===== src/rtl/bcd_seg_scan.sv =====
// Three-digit common-anode 7-segment scanner fed by a valid/ready BCD digit set.
// Optional leading-zero blanking is enabled by defining LZ_BLANK_EN.
module bcd_seg_scan #(
  parameter int REFRESH_DIV = 1000,
  parameter int CNT_W       = 10
) (
  input  logic       clk,
  input  logic       rst,
  input  logic       in_valid,
  output logic       in_ready,
  input  logic [3:0] d100,
  input  logic [3:0] d10,
  input  logic [3:0] d1,
  output logic [6:0] seg,
  output logic [2:0] an
);

  typedef enum logic [1:0] {
    S_D1   = 2'd0,
    S_D10  = 2'd1,
    S_D100 = 2'd2
  } state_t;

  state_t           state_r, state_nxt_s;
  logic [CNT_W-1:0] cnt_r;
  logic             tick_s, frame_s, xfer_s;
  logic             pend_flag_r;
  logic [3:0]       pend_d100_r, pend_d10_r, pend_d1_r;
  logic [3:0]       disp_d100_r, disp_d10_r, disp_d1_r;
  logic [3:0]       digit_s;
  logic             blank_s;
  logic [6:0]       seg_nxt_s, seg_r;
  logic [2:0]       an_nxt_s, an_r;

  function automatic logic [6:0] seg_decode(input logic [3:0] d);
    case (d)
      4'd0:    seg_decode = 7'b1000000;
      4'd1:    seg_decode = 7'b1111001;
      4'd2:    seg_decode = 7'b0100100;
      4'd3:    seg_decode = 7'b0110000;
      4'd4:    seg_decode = 7'b0011001;
      4'd5:    seg_decode = 7'b0010010;
      4'd6:    seg_decode = 7'b0000010;
      4'd7:    seg_decode = 7'b1111000;
      4'd8:    seg_decode = 7'b0000000;
      4'd9:    seg_decode = 7'b0010000;
      default: seg_decode = 7'b0111111;
    endcase
  endfunction

  assign tick_s   = (cnt_r == CNT_W'(REFRESH_DIV - 1));
  assign frame_s  = tick_s && (state_r == S_D100);
  assign xfer_s   = in_valid && !pend_flag_r;
  assign in_ready = !pend_flag_r;
  assign seg      = seg_r;
  assign an       = an_r;

  // Prescaler: one tick every REFRESH_DIV cycles
  always_ff @(posedge clk or posedge rst) begin
    if (rst) begin
      cnt_r <= '0;
    end else if (tick_s) begin
      cnt_r <= '0;
    end else begin
      cnt_r <= cnt_r + CNT_W'(1);
    end
  end

  // Scan state register
  always_ff @(posedge clk or posedge rst) begin
    if (rst) begin
      state_r <= S_D1;
    end else begin
      state_r <= state_nxt_s;
    end
  end

  // Scan next-state: units -> tens -> hundreds, stepping on tick
  always_comb begin
    state_nxt_s = state_r;
    if (tick_s) begin
      case (state_r)
        S_D1:    state_nxt_s = S_D10;
        S_D10:   state_nxt_s = S_D100;
        S_D100:  state_nxt_s = S_D1;
        default: state_nxt_s = S_D1;
      endcase
    end else begin
      state_nxt_s = state_r;
    end
  end

  // Pending capture and frame-boundary promotion; a transfer on the boundary
  // cycle sees pend_flag_r=0, so it waits for the next boundary.
  always_ff @(posedge clk or posedge rst) begin
    if (rst) begin
      pend_flag_r <= 1'b0;
      pend_d100_r <= 4'd0;
      pend_d10_r  <= 4'd0;
      pend_d1_r   <= 4'd0;
      disp_d100_r <= 4'd0;
      disp_d10_r  <= 4'd0;
      disp_d1_r   <= 4'd0;
    end else if (xfer_s) begin
      pend_flag_r <= 1'b1;
      pend_d100_r <= d100;
      pend_d10_r  <= d10;
      pend_d1_r   <= d1;
    end else if (frame_s && pend_flag_r) begin
      pend_flag_r <= 1'b0;
      disp_d100_r <= pend_d100_r;
      disp_d10_r  <= pend_d10_r;
      disp_d1_r   <= pend_d1_r;
    end
  end

  // Scan output decode for the slot currently selected
  always_comb begin
    digit_s   = disp_d1_r;
    blank_s   = 1'b0;
    an_nxt_s  = 3'b110;
    case (state_r)
      S_D1: begin
        digit_s  = disp_d1_r;
        an_nxt_s = 3'b110;
      end
      S_D10: begin
        digit_s  = disp_d10_r;
        an_nxt_s = 3'b101;
`ifdef LZ_BLANK_EN
        blank_s  = (disp_d100_r == 4'd0) && (disp_d10_r == 4'd0);
`else
        blank_s  = 1'b0;
`endif
      end
      S_D100: begin
        digit_s  = disp_d100_r;
        an_nxt_s = 3'b011;
`ifdef LZ_BLANK_EN
        blank_s  = (disp_d100_r == 4'd0);
`else
        blank_s  = 1'b0;
`endif
      end
      default: begin
        digit_s  = disp_d1_r;
        an_nxt_s = 3'b110;
      end
    endcase
    if (blank_s) begin
      seg_nxt_s = 7'b1111111;
    end else begin
      seg_nxt_s = seg_decode(digit_s);
    end
  end

  // Registered display drive
  always_ff @(posedge clk or posedge rst) begin
    if (rst) begin
      seg_r <= 7'b1111111;
      an_r  <= 3'b111;
    end else begin
      seg_r <= seg_nxt_s;
      an_r  <= an_nxt_s;
    end
  end

endmodule


===== config.mk =====
export PLATFORM = sky130hd
export DESIGN_NAME = bcd_seg_scan
export DESIGN_NICKNAME = d
export VERILOG_FILES = /design/src/rtl/bcd_seg_scan.sv
export SDC_FILE = /design/constraint.sdc
export NUM_CORES = 1
export LEC_CHECK = 0
export ABC_AREA = 1
export CORE_MARGIN = 2
export CORE_UTILIZATION = 30
export CTS_BUF_LIST = sky130_fd_sc_hd__clkbuf_8 sky130_fd_sc_hd__clkbuf_16
export DETAILED_ROUTE_END_ITERATION = 6
export SLEW_MARGIN = 25
export SYNTH_ARGS = -nofsm -noshare
export SYNTH_HDL_FRONTEND = slang
export SYNTH_SLANG_ARGS = --single-unit

===== constraint.sdc =====
create_clock -name clk -period 1.8 [get_ports clk]
set_clock_uncertainty 0.15 [all_clocks]
set_input_delay 0.45 -clock clk [delete_from_list [all_inputs] [get_ports clk]]
set_output_delay 0.45 -clock clk [all_outputs]
set_load 0.01 [all_outputs]

==> impl_results.md <==
* Arrival time worst endpoint at 1.82 ns
* Final worst-path cycle share at 97.0%
* Hold-fix buffers, CTS at 0
* Total global routing overflow at 0
* DPL Wire Length at 2.73 mm
* Max IR drop VDD at 0.000375 V
* # nets final at 288
* Seq pwr share at 57.7%
* Port Buf Inserts at 25
* Post-route ant nets at 0
* Cell leakage power at 1.36 nW
* Outcome: complete, no violations
* Proportion of layout cells with a drive suffix above 1 at 23.0%
* CTS buffer count at 5
* Post-Synth Simple-Gate Area at 20.7%
* Final setup vio count at 0
* Average cell area after synthesis at 9.53 um2
* Total power per unit cell area at 695 nW/um2
* Rows at 30
* Cell count after placement at 350
* Power, Total at 1.91 mW
* Worst-margin pin slew at 0.397 ns
* Drt drc at 0
* Startpoint types: register
* FF-to-FF Start: state_r[0]
* Synth Area in XOR/XNOR at 1.24%
* CP required at 1.87 ns
* Setup TNS at 0 ns
* Vias in the first global route at 1419
* Final Util at 40.4%
* Synth Instances at 222
* NetSw at 367 uW
* Clk_lat worst skew at 0.29 ns
* Compound-Gate Fraction of Synth Area at 5.74%
* Clock power share at 37.9%
* Final min period at 1.75 ns
* # diodes at 0
* Crit. Startpoint: state_r[0]
* Total number of vias at 1524
* Largest net degree at the start of global routing at 28
* Warnings from Yosys at 0
* Nature of the critical path endpoint: register
* Root buffer cell: clkbuf_8
* Io pins at 26
* Initial antenna violation count at 0
* CTS tree: done
* Distinct cells, synth at 28
* Per-cell routed wire length at 10.2 um
* Total clock sinks at 47
* RD Place Congestion at 0.851
* Reg clk slew, reported paths at 0.08 ns
* Hold Worst Slack at 0.326 ns
* Synth Area in Adders at 4.73%
* Pint at 1.54 mW
* DR iter-0 viols at 51
* Main combinational cell family by area after synthesis: simple AND/OR/NAND/NOR gates
* Max-slew violations at 0
* Core box area at 6790 um2
* Synthesis-stage register bit count at 47
* Max Cap Viol at 0
* Total Wirelength at 3.67 mm
* Yosys top cell area share at 43.8%
* Slew HR at 73.4%
* First-pass GRT wire length at 6.49 mm
* Critical path type: reg2reg
* Die Wd at 88.0 um
* Clock Path Buffers at 2
* Gr usage total at 10.7%
* Number of flops mapped to enable cells by yosys at 0
* Multiplexer area fraction after synthesis at 6.39%
* Syn_nets at 245
* Hold Crit Class: reg2reg
* Mapped Area at 2120 um2
* Hold Path Origin: pend_d10_r[0]
* Switching part of the total at 19.2%
* H-tree level count at 2
* First-pass DRT Iterations at 4
* Crit-path max FO at 4
* Layout area overhead at 29.9%
* FILL cells at 665
* Top area cells in the synthesized netlist: dfrtp_1 (44%), nand2_1 (13%), dfstp_2 (12%)
* Initial core utilization at 31.1%
* Die area at 7740 um2
* Hold Fails Final Rpt at 0
* Gate power share at 4.4%
* Ys flop type: dfrtp_1
* Ys async rst share at 100%
* Die Ht at 88.0 um
* Fmax at 573 MHz
* Sequential element share of the synthesized area at 56.2%
* Unrepaired setup endpoints after global routing: yes
* Largest area contributor in the netlist: dfrtp_1
* Non-Filler Instances at 361
* Via density at 4.22
-- critical path, stage by stage, from the launching register on --
cell and delay [ns]:
dfrtp_1 0.40, buf_4 0.15, ha_4 0.16, nand2_1 0.06
nand2_1 0.05, nand2_1 0.06, nand2_2 0.06, buf_4 0.13
ha_1 0.16, nand3b_1 0.16, nand2_1 0.07, a21oi_1 0.06
-- routing by layer --
metal,global-route usage [%],up-vias,share of wire (%)
li1,-,793,-
met4,3.36,0,1.0
met3,2.92,4,3.9
met5,0,-,0
met2,16.3,25,44
met1,14.9,702,51
-- cell type report --
type	count	area, um2	area share [%]
Inverter	21	81.3	2.96
Clock buffer	5	68.8	2.50
Sequential cell	47	1190	43.3
Clock inverter	2	33.8	1.23
Multi-Input combinational cell	150	868	31.6
Timing Repair Buffer	40	387	14.1
Tap cell	96	120	4.37
-- flip-flops by register name, summed over array words and instances (netlist names) --
| register | cells |
|---|---|
| pend_d10_r | 4 |
| seg | 7 |
| pend_d100_r | 4 |
| pend_d1_r | 4 |
| cnt_r | 10 |
| an | 3 |
| disp_d1_r | 4 |
| pend_flag_r | 1 |
| state_r | 2 |
| disp_d10_r | 4 |
| disp_d100_r | 4 |
-- power by group through the flow --
| stage | clock (mW) | combinational, mW | sequential, mW |
|---|---|---|---|
| 2_1_floorplan | 0 | 0.0419 | 1.12 |
| 3_3_place_gp | 0 | 0.0863 | 1.12 |
| 3_5_place_dp | 0 | 0.0878 | 1.12 |
| 4_1_cts | 0.753 | 0.0882 | 1.10 |
| 5_1_grt | 0.803 | 0.0949 | 1.11 |
| 6_report | 0.724 | 0.0848 | 1.10 |
-- path summary, 6_finish.rpt --
path	slack [ns]	to	cells past startpoint
max	0.05	seg[5]	11
min	0.33	disp_d10_r[0]	2
max reg2reg	0.05	seg[5]	11
min reg2reg	0.33	disp_d10_r[0]	2
max in group asynchronous	0.75	an[0]	3
min in group asynchronous	0.51	an[1]	2
-- cells by family after synthesis --
family          count (synthesis)
flops                          47
buf+inv                        25
fa+ha+maj                       8
mux                            12
simple gates                  103
xor+xnor                        3
compound gates                 24
-- what timing repair did --
item | 4_1_cts | 5_1_grt
pin swaps | 0 | 4
buffers inserted | 2 | 2
resized for setup | 15 | 9
endpoints found under the setup margin | 15 | 18
-- stage by stage --
step | setup WS (ns) | area [um2]
floorplan | 0.00818 | 2130
global placement | 0.00614 | 2580
detailed placement | -0.0573 | 2580
CTS | 0.00621 | 2700
global route | -0.0546 | 2750
finish | 0.0541 | 2750
-- layout by cell type, fill, tap and decap left out, types with 4 or more instances in the layout --
master           synthesis  layout
dfstp_2                 10      10
mux2_2                  12      12
nand2_2                  2       5
o21ai_0                 13      13
dfrtp_1                 37      37
a21oi_1                  5       5
nor2_1                  10      10
o21ai_1                  5       5
ha_1                     8       4
nand2_1                 72      69
clkbuf_8                 0       5
clkdlybuf4s50_1          0      14
buf_4                    1      12
nand3_1                  8       8
dlygate4sd2_1            0      11
inv_1                   20      15
inv_2                    1       5
-- Yosys cell counts (2+ instances only) --
master,n
inv_1,20
o21ai_0,13
mux2_2,12
dfrtp_1,37
nor2_1,10
nand3_1,8
ha_1,8
nor3_1,3
nand3b_1,2
a21oi_1,5
o21ai_1,5
nand2_1,72
xor2_1,2
nand2_2,2
dfstp_2,10
(Power assumes the default switching activity.)
